===== src/rtl/truth_table_sequencer.sv =====
// rtl/truth_table_sequencer.sv - exhaustive 3-input truth-table tester for a = b/c equation circuit
module truth_table_sequencer #(
    parameter int unsigned SETTLE_CYCLES = 4
) (
    input  logic       clk,
    input  logic       rst_n,
    input  logic       start,
    input  logic       abort,
    input  logic       y,
    output logic       a,
    output logic       b,
    output logic       c,
    output logic       busy,
    output logic       done,
    output logic       pass,
    output logic [7:0] result,
    output logic [3:0] err_cnt
);

    generate
        if (SETTLE_CYCLES < 1 || SETTLE_CYCLES > 15) begin : g_bad_settle
            $error("SETTLE_CYCLES must be in 1..15");
        end
    endgenerate

    localparam logic [3:0] RELOAD = 4'(SETTLE_CYCLES - 1);

    typedef enum logic [1:0] {IDLE, SETTLE, SAMPLE, FINISH} state_t;

    state_t     state, state_n;
    logic [2:0] vec, vec_n;
    logic [3:0] cnt, cnt_n;
    logic [2:0] abc_n;
    logic       busy_n, done_n, pass_n;
    logic [7:0] result_n;
    logic [3:0] err_n;
    logic       golden;

    // Golden compare uses the registered stimulus, which always equals vec while busy
    assign golden = a & (b | c);

    always_ff @(posedge clk or negedge rst_n) begin
        if (!rst_n) begin
            state   <= IDLE;
            vec     <= '0;
            cnt     <= '0;
            {a, b, c} <= 3'b000;
            busy    <= 1'b0;
            done    <= 1'b0;
            pass    <= 1'b0;
            result  <= '0;
            err_cnt <= '0;
        end else begin
            state   <= state_n;
            vec     <= vec_n;
            cnt     <= cnt_n;
            {a, b, c} <= abc_n;
            busy    <= busy_n;
            done    <= done_n;
            pass    <= pass_n;
            result  <= result_n;
            err_cnt <= err_n;
        end
    end

    always_comb begin
        state_n  = state;
        vec_n    = vec;
        cnt_n    = cnt;
        abc_n    = {a, b, c};
        busy_n   = busy;
        done_n   = 1'b0;
        pass_n   = pass;
        result_n = result;
        err_n    = err_cnt;

        if (busy && abort) begin
            // Partial result and err_cnt are deliberately kept for inspection
            state_n = IDLE;
            vec_n   = '0;
            cnt_n   = '0;
            abc_n   = 3'b000;
            busy_n  = 1'b0;
            pass_n  = 1'b0;
        end else begin
            unique case (state)
                IDLE: begin
                    if (start && !abort) begin
                        state_n  = SETTLE;
                        vec_n    = '0;
                        cnt_n    = RELOAD;
                        abc_n    = 3'b000;
                        busy_n   = 1'b1;
                        pass_n   = 1'b0;
                        result_n = '0;
                        err_n    = '0;
                    end
                end
                SETTLE: begin
                    if (cnt == 4'd0) state_n = SAMPLE;
                    else             cnt_n   = cnt - 4'd1;
                end
                SAMPLE: begin
                    result_n[vec] = y;
                    err_n         = err_cnt + {3'b000, (y != golden)};
                    if (vec == 3'd7) begin
                        state_n = FINISH;
                        abc_n   = 3'b000;
                        busy_n  = 1'b0;
                        done_n  = 1'b1;
                        pass_n  = (err_n == 4'd0);
                    end else begin
                        state_n = SETTLE;
                        vec_n   = vec + 3'd1;
                        abc_n   = vec + 3'd1;
                        cnt_n   = RELOAD;
                    end
                end
                FINISH: begin
                    state_n = IDLE;
                    vec_n   = '0;
                end
                default: state_n = IDLE;
            endcase
        end
    end

endmodule


===== config.mk =====
export PLATFORM = sky130hd
export DESIGN_NAME = truth_table_sequencer
export DESIGN_NICKNAME = d
export VERILOG_FILES = /design/src/rtl/truth_table_sequencer.sv
export SDC_FILE = /design/constraint.sdc
export NUM_CORES = 1
export LEC_CHECK = 0
export ABC_CLOCK_PERIOD_IN_PS = 4950
export CAP_MARGIN = 10
export CORE_MARGIN = 5
export CORE_UTILIZATION = 58
export CTS_CLUSTER_DIAMETER = 100
export CTS_CLUSTER_SIZE = 14
export DETAILED_ROUTE_END_ITERATION = 16
export PLACE_DENSITY = 0.87
export SKIP_LAST_GASP = 1
export SYNTH_ARGS = -nofsm -noshare
export SYNTH_HDL_FRONTEND = slang
export SYNTH_SLANG_ARGS = --single-unit
export TNS_END_PERCENT = 10

===== constraint.sdc =====
create_clock -name clk -period 4.95 [get_ports clk]
set_input_delay 0.7425 -clock clk [delete_from_list [all_inputs] [get_ports clk]]
set_output_delay 0.7425 -clock clk [all_outputs]
set_load 0.005 [all_outputs]

# After elaboration in Yosys (flattened, before gate mapping)
# Index checks and enable logic that the tools add are counted.
[totals]
ff_bits = 27
word_cells = 82
out_inout_bits = 18
in_bits = 5
[classes]
reduce_logical = 17
n_lt_le_gt_ge = 2
n_eq_ne = 11
mux = 35
n_addsub = 3
bitwise_logic = 3
[ops]
columns = ["op", "count"]
rows = [
  ["2-to-1 mux 4 bit", 5],
  ["one-hot mux 8 bit (2 select lines)", 1],
  ["2-to-1 mux 3 bit", 5],
  ["!= test 3 bit, second input constant", 5],
  ["one-hot mux 4 bit (3 select lines)", 1],
  ["2-to-1 mux 1 bit", 10],
  ["one-hot mux 3 bit (3 select lines)", 1],
  ["AND reduction 3 bit", 3],
  ["bitwise mux 8 bit", 1],
  ["logical NOT 4 bit", 2],
  ["2-to-1 mux 2 bit", 4],
  ["2-to-1 mux 8 bit", 1],
  ["one-hot mux 2 bit (4 select lines)", 1],
  ["one-hot mux 4 bit (2 select lines)", 1],
  ["nonzero test 4 bit", 2],
  ["one-hot mux 3 bit (2 select lines)", 1],
  ["adder 4 x 1 -> 4 bit", 1],
  ["equality test 2 bit, second input constant", 2],
  ["less-than comparator 3 x 4 -> 1 bit, second input constant", 1],
  ["one-hot mux 1 bit (2 select lines)", 2],
  ["AND reduction 2 bit", 2],
  ["AND reduction 4 bit", 1],
  ["subtractor 4 x 1 -> 4 bit, second input constant", 1],
  ["adder 3 x 1 -> 3 bit, second input constant", 1],
  ["other kinds (14)", 16],
]

# Depth between registers and ports, before layout
# Gate-level depths: netlist (run 1).
[depth]
depth_word = 8
mapped_depth = 8
mapped_depth_nobuf = 8

# Least setup slack after synthesis (run 1)
# No wires, ideal clock.
[synth_timing]
kind = "in2reg"
start = "in y"
end = "reg pass"
required_ps = 4855
n_path_buf = 0
arrival_ps = 1935
path_slack_ps = 2919
setup_time_ps = 95
cell_stages = 7
cell_sequence = "xnor2_1 -> ha_1 -> ha_1 -> xor2_1 -> nor4b_1 -> nand3_1 -> o31ai_1"
[synth_between]
elab_chain_len = 6
[synth_rtl]
columns = ["item", "line_no", "text"]
rows = [
  ["from (decl)", "9", "input logic y,"],
  ["!= test 1 bit", "105", "err_n = err_cnt + {3'b000, (y != golden)};"],
  ["adder 4 x 1 -> 4 bit", "105", ""],
  ["logical NOT 4 bit", "111", "pass_n = (err_n == 4'd0);"],
  ["2-to-1 mux 1 bit", "106", "if (vec == 3'd7) begin"],
  ["one-hot mux 1 bit (2 select lines)", "86", "unique case (state)"],
  ["2-to-1 mux 1 bit", "77", "if (busy && abort) begin"],
  ["to (signal assigned)", "60", "pass <= pass_n;"],
  ["to (decl)", "15", "output logic pass,"],
]
# Every way passes these cells. The select of a mux whose other input is x is not followed.
# A chain may end at the register's enable or synchronous reset.

# Worst setup path in the final report (run 1)
# Ends and elaborated chain as after synthesis.

==> results of run 1 <==
cells by family (layout without fill, tap and decap cells):
| logic type | Yosys count | count (layout) | synth area share, % |
|---|---|---|---|
| DFF | 27 | 27 | 42.2 |
| muxes | 2 | 2 | 1.33 |
| and+or+nand+nor | 45 | 45 | 16.8 |
| adders and majority gates | 9 | 9 | 7.03 |
| xor gates and xnor gates | 3 | 3 | 1.64 |
| buffers and inverters | 18 | 38 | 5.47 |
| AOI/OAI and AO/OA | 55 | 55 | 25.5 |
metal layers:
| metal | vias to the layer above | global-route usage (%) | wire length, um |
|---|---|---|---|
| met2 | 30 | 30.7 | 1790 |
| met4 | 0 | 4.77 | 47 |
| li1 | 626 | - | - |
| met3 | 5 | 2.52 | 124 |
| met1 | 662 | 24.2 | 1520 |
| met5 | - | 0 | 0 |
how the worst max path moves through the flow:
| stage | from | to | slack, ps | cells past startpoint |
|---|---|---|---|---|
| after floorplan | y | pass$_DFFE_PN0P_ | 2920 | 7 |
| after global placement | y | pass$_DFFE_PN0P_ | 2290 | 8 |
| after detailed placement | y | pass$_DFFE_PN0P_ | 2210 | 8 |
| after CTS | y | pass$_DFFE_PN0P_ | 2570 | 8 |
| after global routing | y | pass$_DFFE_PN0P_ | 2390 | 8 |
| final | y | pass$_DFFE_PN0P_ | 2600 | 8 |
report_power, final:
group	total (mW)	internal (mW)	switching (mW)
Clock	0.101	0.0310	0.0700
Sequential	0.345	0.275	0.0699
Combinational	0.478	0.207	0.271
area by class of cell:
class | count | area [um2] | share of cell area (%)
clock buffer | 3 | 22.5 | 1.22
clock inverter | 1 | 7.51 | 0.405
inverter | 11 | 41.3 | 2.23
multi-input combinational | 114 | 838 | 45.3
sequential | 27 | 676 | 36.5
tap | 31 | 38.8 | 2.09
timing repair buffer | 23 | 228 | 12.3
metrics by stage:
stage / cells / setup slack (ps) / hold slack (ps) / power [mW] / cell area [um2]
3_5_place_dp: 206 / 2210 / 490 / 0.824 / 1820
2_1_floorplan: 159 / 2920 / 447 / 0.697 / 1600
4_1_cts: 210 / 2570 / 522 / 0.926 / 1850
5_1_grt: 210 / 2390 / 558 / 0.999 / 1850
6_report: 210 / 2600 / 518 / 0.924 / 1850
3_3_place_gp: 206 / 2290 / 479 / 0.795 / 1820
state kept, by name, indices dropped and copies added, names as in the netlist:
signal and cells:
a 1, b 1, busy 1, c 1, cnt 4, done 1, err_cnt 4, pass 1
result 8, state 2, vec 3
worst reg2reg max path: cells and delay by family, from the launching register on:
kind            cells  cell delay [ps]
fa+ha+maj           1              550
compound gates      2              510
flops               1              440
buf+inv             2              350
simple gates        1              170
cells in the final DEF (no fill, tap or decap), types with 2 or more instances in the layout:
cell type / synthesis / layout
dfrtp_1: 27 / 27
clkdlybuf4s50_1: 0 / 22
o21ai_1: 13 / 13
inv_1: 10 / 10
nor2_1: 10 / 10
ha_1: 9 / 9
nand2_1: 8 / 8
o21ai_0: 6 / 6
a31oi_1: 5 / 5
nand3_1: 5 / 5
a21oi_1: 4 / 4
nor3_1: 4 / 4
a22o_1: 3 / 3
o21a_1: 3 / 3
clkbuf_4: 0 / 3
xnor2_1: 2 / 2
a21oi_2: 2 / 2
a311oi_1: 2 / 2
nand2b_1: 2 / 2
o31ai_2: 2 / 2
a32oi_1: 2 / 2
nand4_1: 2 / 2
==> load_flow_metrics.sql, run 1 <==
INSERT INTO impl_metrics (metric_group, metric, value, unit) VALUES
('timing', 'setup_viol', '0', ''),
('worst_hold_path', 'worstHoldPathCells', '2', ''),
('detailed_routing', 'postRouteAntennaNets', '0', ''),
('cells_and_area', 'area_growth', '15.6', '%'),
('timing', 'timing.slew.headroom', '55.6', '%'),
('critical_path', 'critical-path-top-delay-family', 'buffers and inverters', ''),
('worst_hold_path', 'worstHoldEndpoint', 'result[3]$_DFFE_PN0P_', ''),
('grt', 'number_of_antenna_violations_at_the_first_check_in_global_routing', '0', ''),
('die', 'num_io_pins', '23', ''),
('synthesis', 'synth.avg_cell_area', '10.1', 'um2'),
('timing', 'fin_setup_tns', '0', 'ps'),
('worst_hold_path', 'timing.hold.worst.start', 'result[3]$_DFFE_PN0P_', ''),
('flow_run', 'max_cap_viol_count', '0', ''),
('detailed_routing', 'drt-wirelength-per-cell', '16.6', 'um'),
('worst_hold_path', 'min-delay-path-class', 'register to register', ''),
('grt', 'grt_start_max_net_pins', '28', ''),
('grt', 'grt_usage', '18.1', '%'),
('detailed_routing', 'drt_drc_violations_left', '0', ''),
('synthesis', 'synth_common_cells', 'dfrtp_1 (27), o21ai_1 (13), inv_1 (10), nor2_1 (10), ha_1 (9)', ''),
('grt', 'grt-ovfl-total', '0', ''),
('critical_path', 'critical_path_buf_inv_count', '1', ''),
('clocking', 'ctsHtreeMaxLevel', '1', ''),
('die', 'floorplan.die_area', '3910', 'um2'),
('detailed_routing', 'drt_first_iter_violations', '67', ''),
('grt', 'grt_pass1_vias', '1297', ''),
('die', 'placement_rows', '19', ''),
('timing', 'layout_min_cycle_time', '2350', 'ps'),
('detailed_routing', 'totalWireLength', '3.48', 'mm'),
('clocking', 'cts_tree', 'yes', ''),
('synthesis', 'syn-instance-count', '159', ''),
('clocking', 'clock-sinks', '27', ''),
('timing', 'tightestPinTransition', '664', 'ps'),
('critical_path', 'path_common_cell', 'ha_1', ''),
('critical_path', 'setup.reg_to_reg.worst_slack', '2840', 'ps'),
('synthesis', 'synth.distinct_cells', '54', ''),
('die', 'coreArea', '2710', 'um2'),
('synthesis', 'syn-cell-area', '1600', 'um2'),
('synthesis', 'netlist.top_cell.by_area', 'dfrtp_1', ''),
('critical_path', 'startpoint_type', 'input port', ''),
('clocking', 'clockBufferDepth', '2', ''),
('critical_path', 'worst_r2r_src', 'state[0]$_DFFE_PN0P_', ''),
('critical_path', 'criticalPathCategory', 'input port to register', ''),
('critical_path', 'timing.critical_path.required', '5220', 'ps'),
('synthesis', 'fraction_of_post_synthesis_cell_area_in_the_top_cell_type_by_area', '42.2', '%'),
('clocking', 'ctsRootBufferMaster', 'clkbuf_4', ''),
('die', 'die_width', '62.5', 'um'),
('synthesis', 'yosys_reg_bits', '27', ''),
('timing', 'skew', '18.2', 'ps'),
('clocking', 'clk_latency', '340', 'ps'),
('cells_and_area', 'final_nets', '194', ''),
('critical_path', 'crit_arrival', '2620', 'ps'),
('detailed_routing', 'avgViaCountPerCell', '6.30', ''),
('outcome', 'run_status', 'finished clean', ''),
('grt', 'global_route_wire_length_before_repair', '6.01', 'mm'),
('cells_and_area', 'fillerInstances', '207', ''),
('critical_path', 'worst_r2r_endpoint', 'result[1]$_DFFE_PN0P_', ''),
('cells_and_area', 'antenna_cells_inserted', '0', ''),
('synthesis', 'yosysMostFrequentCell', 'dfrtp_1', ''),
('detailed_routing', 'drt_pass1_iterations', '4', ''),
('place', 'gp_routability_congestion', '0.790', ''),
('critical_path', 'reg2regPathDepth', '6', ''),
('timing', 'rsz0062_at_grt', 'no', ''),
('synthesis', 'synth_sequential_area_ratio', '42.2', '%'),
('synthesis', 'yosys-top-cells-area', 'dfrtp_1 (42%), ha_1 (7.0%), o21ai_1 (4.1%)', ''),
('die', 'start_util', '59.1', '%'),
('power', 'ir_drop_worst_case_vdd', '374', 'uV'),
('synthesis', 'ys_warn_count', '0', ''),
('clocking', 'post_cts.resized_instances', '0', ''),
('timing', 'endpoints_failing_hold', '0', ''),
('timing', 'fmaxAchievable', '425', 'MHz'),
('cells_and_area', 'finish.utilization', '68.3', '%');
(Power assumes the default switching activity.)
==> run 2: changes to the inputs <==
--- a/config.mk
+++ b/config.mk
@@ -5,14 +5,14 @@
 export SDC_FILE = /design/constraint.sdc
 export NUM_CORES = 1
 export LEC_CHECK = 0
-export ABC_CLOCK_PERIOD_IN_PS = 4950
+export ABC_CLOCK_PERIOD_IN_PS = 2000
 export CAP_MARGIN = 10
 export CORE_MARGIN = 5
-export CORE_UTILIZATION = 58
+export CORE_UTILIZATION = 48
 export CTS_CLUSTER_DIAMETER = 100
 export CTS_CLUSTER_SIZE = 14
 export DETAILED_ROUTE_END_ITERATION = 16
-export PLACE_DENSITY = 0.87
+export PLACE_DENSITY = 0.78
 export SKIP_LAST_GASP = 1
 export SYNTH_ARGS = -nofsm -noshare
 export SYNTH_HDL_FRONTEND = slang
==> constraint.sdc (replaced) <==
create_clock -name clk -period 2 [get_ports clk]
set_input_delay 0.3 -clock clk [delete_from_list [all_inputs] [get_ports clk]]
set_output_delay 0.3 -clock clk [all_outputs]
set_load 0.005 [all_outputs]
==> load_flow_metrics.sql, run 2 (same netlist as run 1, synthesis figures left out) <==
INSERT INTO impl_metrics (metric_group, metric, value, unit) VALUES
('cells_and_area', 'final_nets', '208', ''),
('cells_and_area', 'final_layout_size_suffix_gt1_share', '18.7', '%'),
('critical_path', 'timing.critical_path.required', '2250', 'ps'),
('critical_path', 'reg2regPathDepth', '8', ''),
('place', 'placedInstanceArea', '1930', 'um2'),
('timing', 'fmaxAchievable', '527', 'MHz'),
('critical_path', 'path_max_fanout', '3', ''),
('cells_and_area', 'seqCellArea', '676', 'um2'),
('cells_and_area', 'finish.utilization', '60.3', '%'),
('cells_and_area', 'registers_with_the_most_flip_flops', 'result (8), cnt (4), err_cnt (4)', ''),
('place', 'detailed_place_hpwl', '2.70', 'mm'),
('detailed_routing', 'postRouteAntennaNets', '0', ''),
('grt', 'grt_pass1_vias', '1307', ''),
('clocking', 'ctsRootBufferMaster', 'clkbuf_4', ''),
('die', 'dieHeight', '67.8', 'um'),
('timing', 'layout_min_cycle_time', '1900', 'ps'),
('grt', 'number_of_antenna_violations_at_the_first_check_in_global_routing', '0', ''),
('clocking', 'cts.reportedPaths.clkPinSlew', '160', 'ps'),
('detailed_routing', 'drt_pass1_iterations', '4', ''),
('die', 'die_width', '67.8', 'um'),
('power', 'power.density_cell_area', '1220', 'nW/um2'),
('die', 'coreArea', '3280', 'um2'),
('timing', 'timing.slew.headroom', '73.9', '%'),
('cells_and_area', 'registers.top_by_ff_count', 'result', ''),
('timing', 'final.period_utilization', '94.8', '%'),
('grt', 'global_route_wire_length_before_repair', '6.11', 'mm'),
('detailed_routing', 'met1Wirelength', '1.63', 'mm'),
('die', 'placement_rows', '21', ''),
('clocking', 'ctsHtreeMaxLevel', '1', ''),
('critical_path', 'crit_arrival', '2150', 'ps'),
('timing', 'skew', '2.41', 'ps'),
('die', 'floorplan.die_area', '4590', 'um2'),
('detailed_routing', 'drt_first_iter_violations', '102', ''),
('critical_path', 'worst_r2r_src', 'c$_DFFE_PN0P_', ''),
('outcome', 'run_status', 'finished clean', ''),
('grt', 'grt_usage', '17.4', '%'),
('grt', 'grt_start_max_net_pins', '28', ''),
('detailed_routing', 'drt-wirelength-per-cell', '15.0', 'um'),
('critical_path', 'startpoint_type', 'register', ''),
('die', 'num_io_pins', '23', ''),
('power', 'ir_drop_worst_case_vdd', '760', 'uV'),
('cells_and_area', 'antenna_cells_inserted', '0', ''),
('critical_path', 'worst_r2r_endpoint', 'pass$_DFFE_PN0P_', ''),
('timing', 'tightestPinTransition', '382', 'ps'),
('cells_and_area', 'layout.cells.most_common_list', 'dfrtp_1 (27), clkdlybuf4s50_1 (22), buf_4 (15), o21ai_1 (14)', ''),
('clocking', 'clockBufferDepth', '2', ''),
('timing', 'timing_max_transition_violations_final', '0', ''),
('timing', 'endpoints_failing_hold', '0', ''),
('detailed_routing', 'routed.top_layer', 'met4', ''),
('timing', 'setup_viol', '0', ''),
('critical_path', 'setup.worst_path.start', 'c$_DFFE_PN0P_', ''),
('critical_path', 'criticalPathCategory', 'register to register', ''),
('detailed_routing', 'drt_drc_violations_left', '0', ''),
('clocking', 'clock-sinks', '27', ''),
('die', 'start_util', '48.8', '%'),
('cells_and_area', 'fin_area', '1980', 'um2'),
('place', 'port_buffers', '22', ''),
('clocking', 'cts-buffers-inserted', '3', ''),
('cells_and_area', 'area_growth', '23.7', '%'),
('clocking', 'cts_tree', 'yes', ''),
('detailed_routing', 'avgViaCountPerCell', '5.64', ''),
('critical_path', 'setup.worst_path.end', 'pass$_DFFE_PN0P_', ''),
('detailed_routing', 'met2WireLength', '1.83', 'mm'),
('detailed_routing', 'totalWireLength', '3.59', 'mm'),
('flow_run', 'max_cap_viol_count', '0', ''),
('timing', 'rsz0062_at_grt', 'yes', ''),
('cells_and_area', 'largest_register_ff_count', '8', ''),
('detailed_routing', 'met3_length', '118', 'um'),
('critical_path', 'setup.reg_to_reg.worst_slack', '100', 'ps'),
('cells_and_area', 'multi_input_area', '845', 'um2'),
('power', 'p_leak', '0.873', 'nW'),
('detailed_routing', 'dr_total_vias', '1348', ''),
('worst_hold_path', 'min-delay-path-class', 'input port to async pin', ''),
('clocking', 'clk_latency', '320', 'ps'),
('place', 'gp_routability_congestion', '0.820', ''),
('critical_path', 'worst_setup_end_kind', 'register', ''),
('cells_and_area', 'layout.cells.most_common', 'dfrtp_1', ''),
('grt', 'grt-ovfl-total', '0', ''),
('cells_and_area', 'fillerInstances', '305', '');
[run 2: cell count changes in the layout (fill, tap and decap cells not counted)]
cell and change:
buf_4 +14, nor4b_1 -1, nor4b_2 +1, o21ai_0 -1, o21ai_1 +1
[run 2: critical path, stage by stage (launching register included)]
cell	delay [ps]
dfrtp_1	430
o21ai_1	160
xnor2_1	80
ha_1	200
ha_1	220
xor2_1	180
nor4b_2	240
nand3_1	100
o31ai_1	210
[run 2: layer usage]
layer	GRT usage, %	vias to the layer above
li1	-	655
met1	21.8	673
met2	31.5	18
met3	2.16	2
met4	3.80	0
met5	0	-
[run 2: how the worst min path moves through the flow]
stage                               start                     end  slack [ps]  cells after the start
floorplan                           rst_n           a$_DFFE_PN0P_           4                      0
global placement    result[2]$_DFFE_PN0P_   result[2]$_DFFE_PN0P_         480                      2
detailed placement  result[4]$_DFFE_PN0P_   result[4]$_DFFE_PN0P_         500                      2
CTS                                 rst_n   result[7]$_DFFE_PN0P_         320                      2
global route                        rst_n   result[7]$_DFFE_PN0P_         340                      2
finish                              rst_n  err_cnt[2]$_DFFE_PN0P_         320                      2
[run 2: power by group]
part | total (mW) | leakage [nW] | switching (mW) | internal (mW)
clock | 0.248 | 0.0139 | 0.172 | 0.0764
sequential | 0.798 | 0.359 | 0.116 | 0.682
combinational | 1.38 | 0.500 | 0.764 | 0.612
[run 2: per-stage QoR]
stage | setup TNS, ps | power (mW) | hold slack [ps] | instances | setup slack, ps
after global routing | -8.15 | 2.62 | 341 | 239 | -5.51
final | 0 | 2.42 | 319 | 239 | 103
after detailed placement | -222 | 2.15 | 497 | 233 | -222
after global placement | -144 | 2.07 | 481 | 233 | -144
after CTS | 0 | 2.40 | 323 | 237 | 48.6
after floorplan | 0 | 1.72 | 4.41 | 159 | 154
[run 2: layout make-up]
class | count | share of cell area [%]
Clock buffer | 3 | 1.14
Clock inverter | 1 | 0.379
Inverter | 11 | 2.08
Multi-Input combinational cell | 114 | 42.6
Sequential cell | 27 | 34.1
Tap cell | 46 | 2.90
Timing Repair Buffer | 37 | 16.8
[run 2: what timing repair did]
item / CTS / global route
setup endpoints to repair: 1 / 2
setup buffers: 0 / 2
hold buffers: 0 / 0
pin swaps: 0 / 1
hold endpoints to repair: 0 / 0
resized for setup: 2 / 0
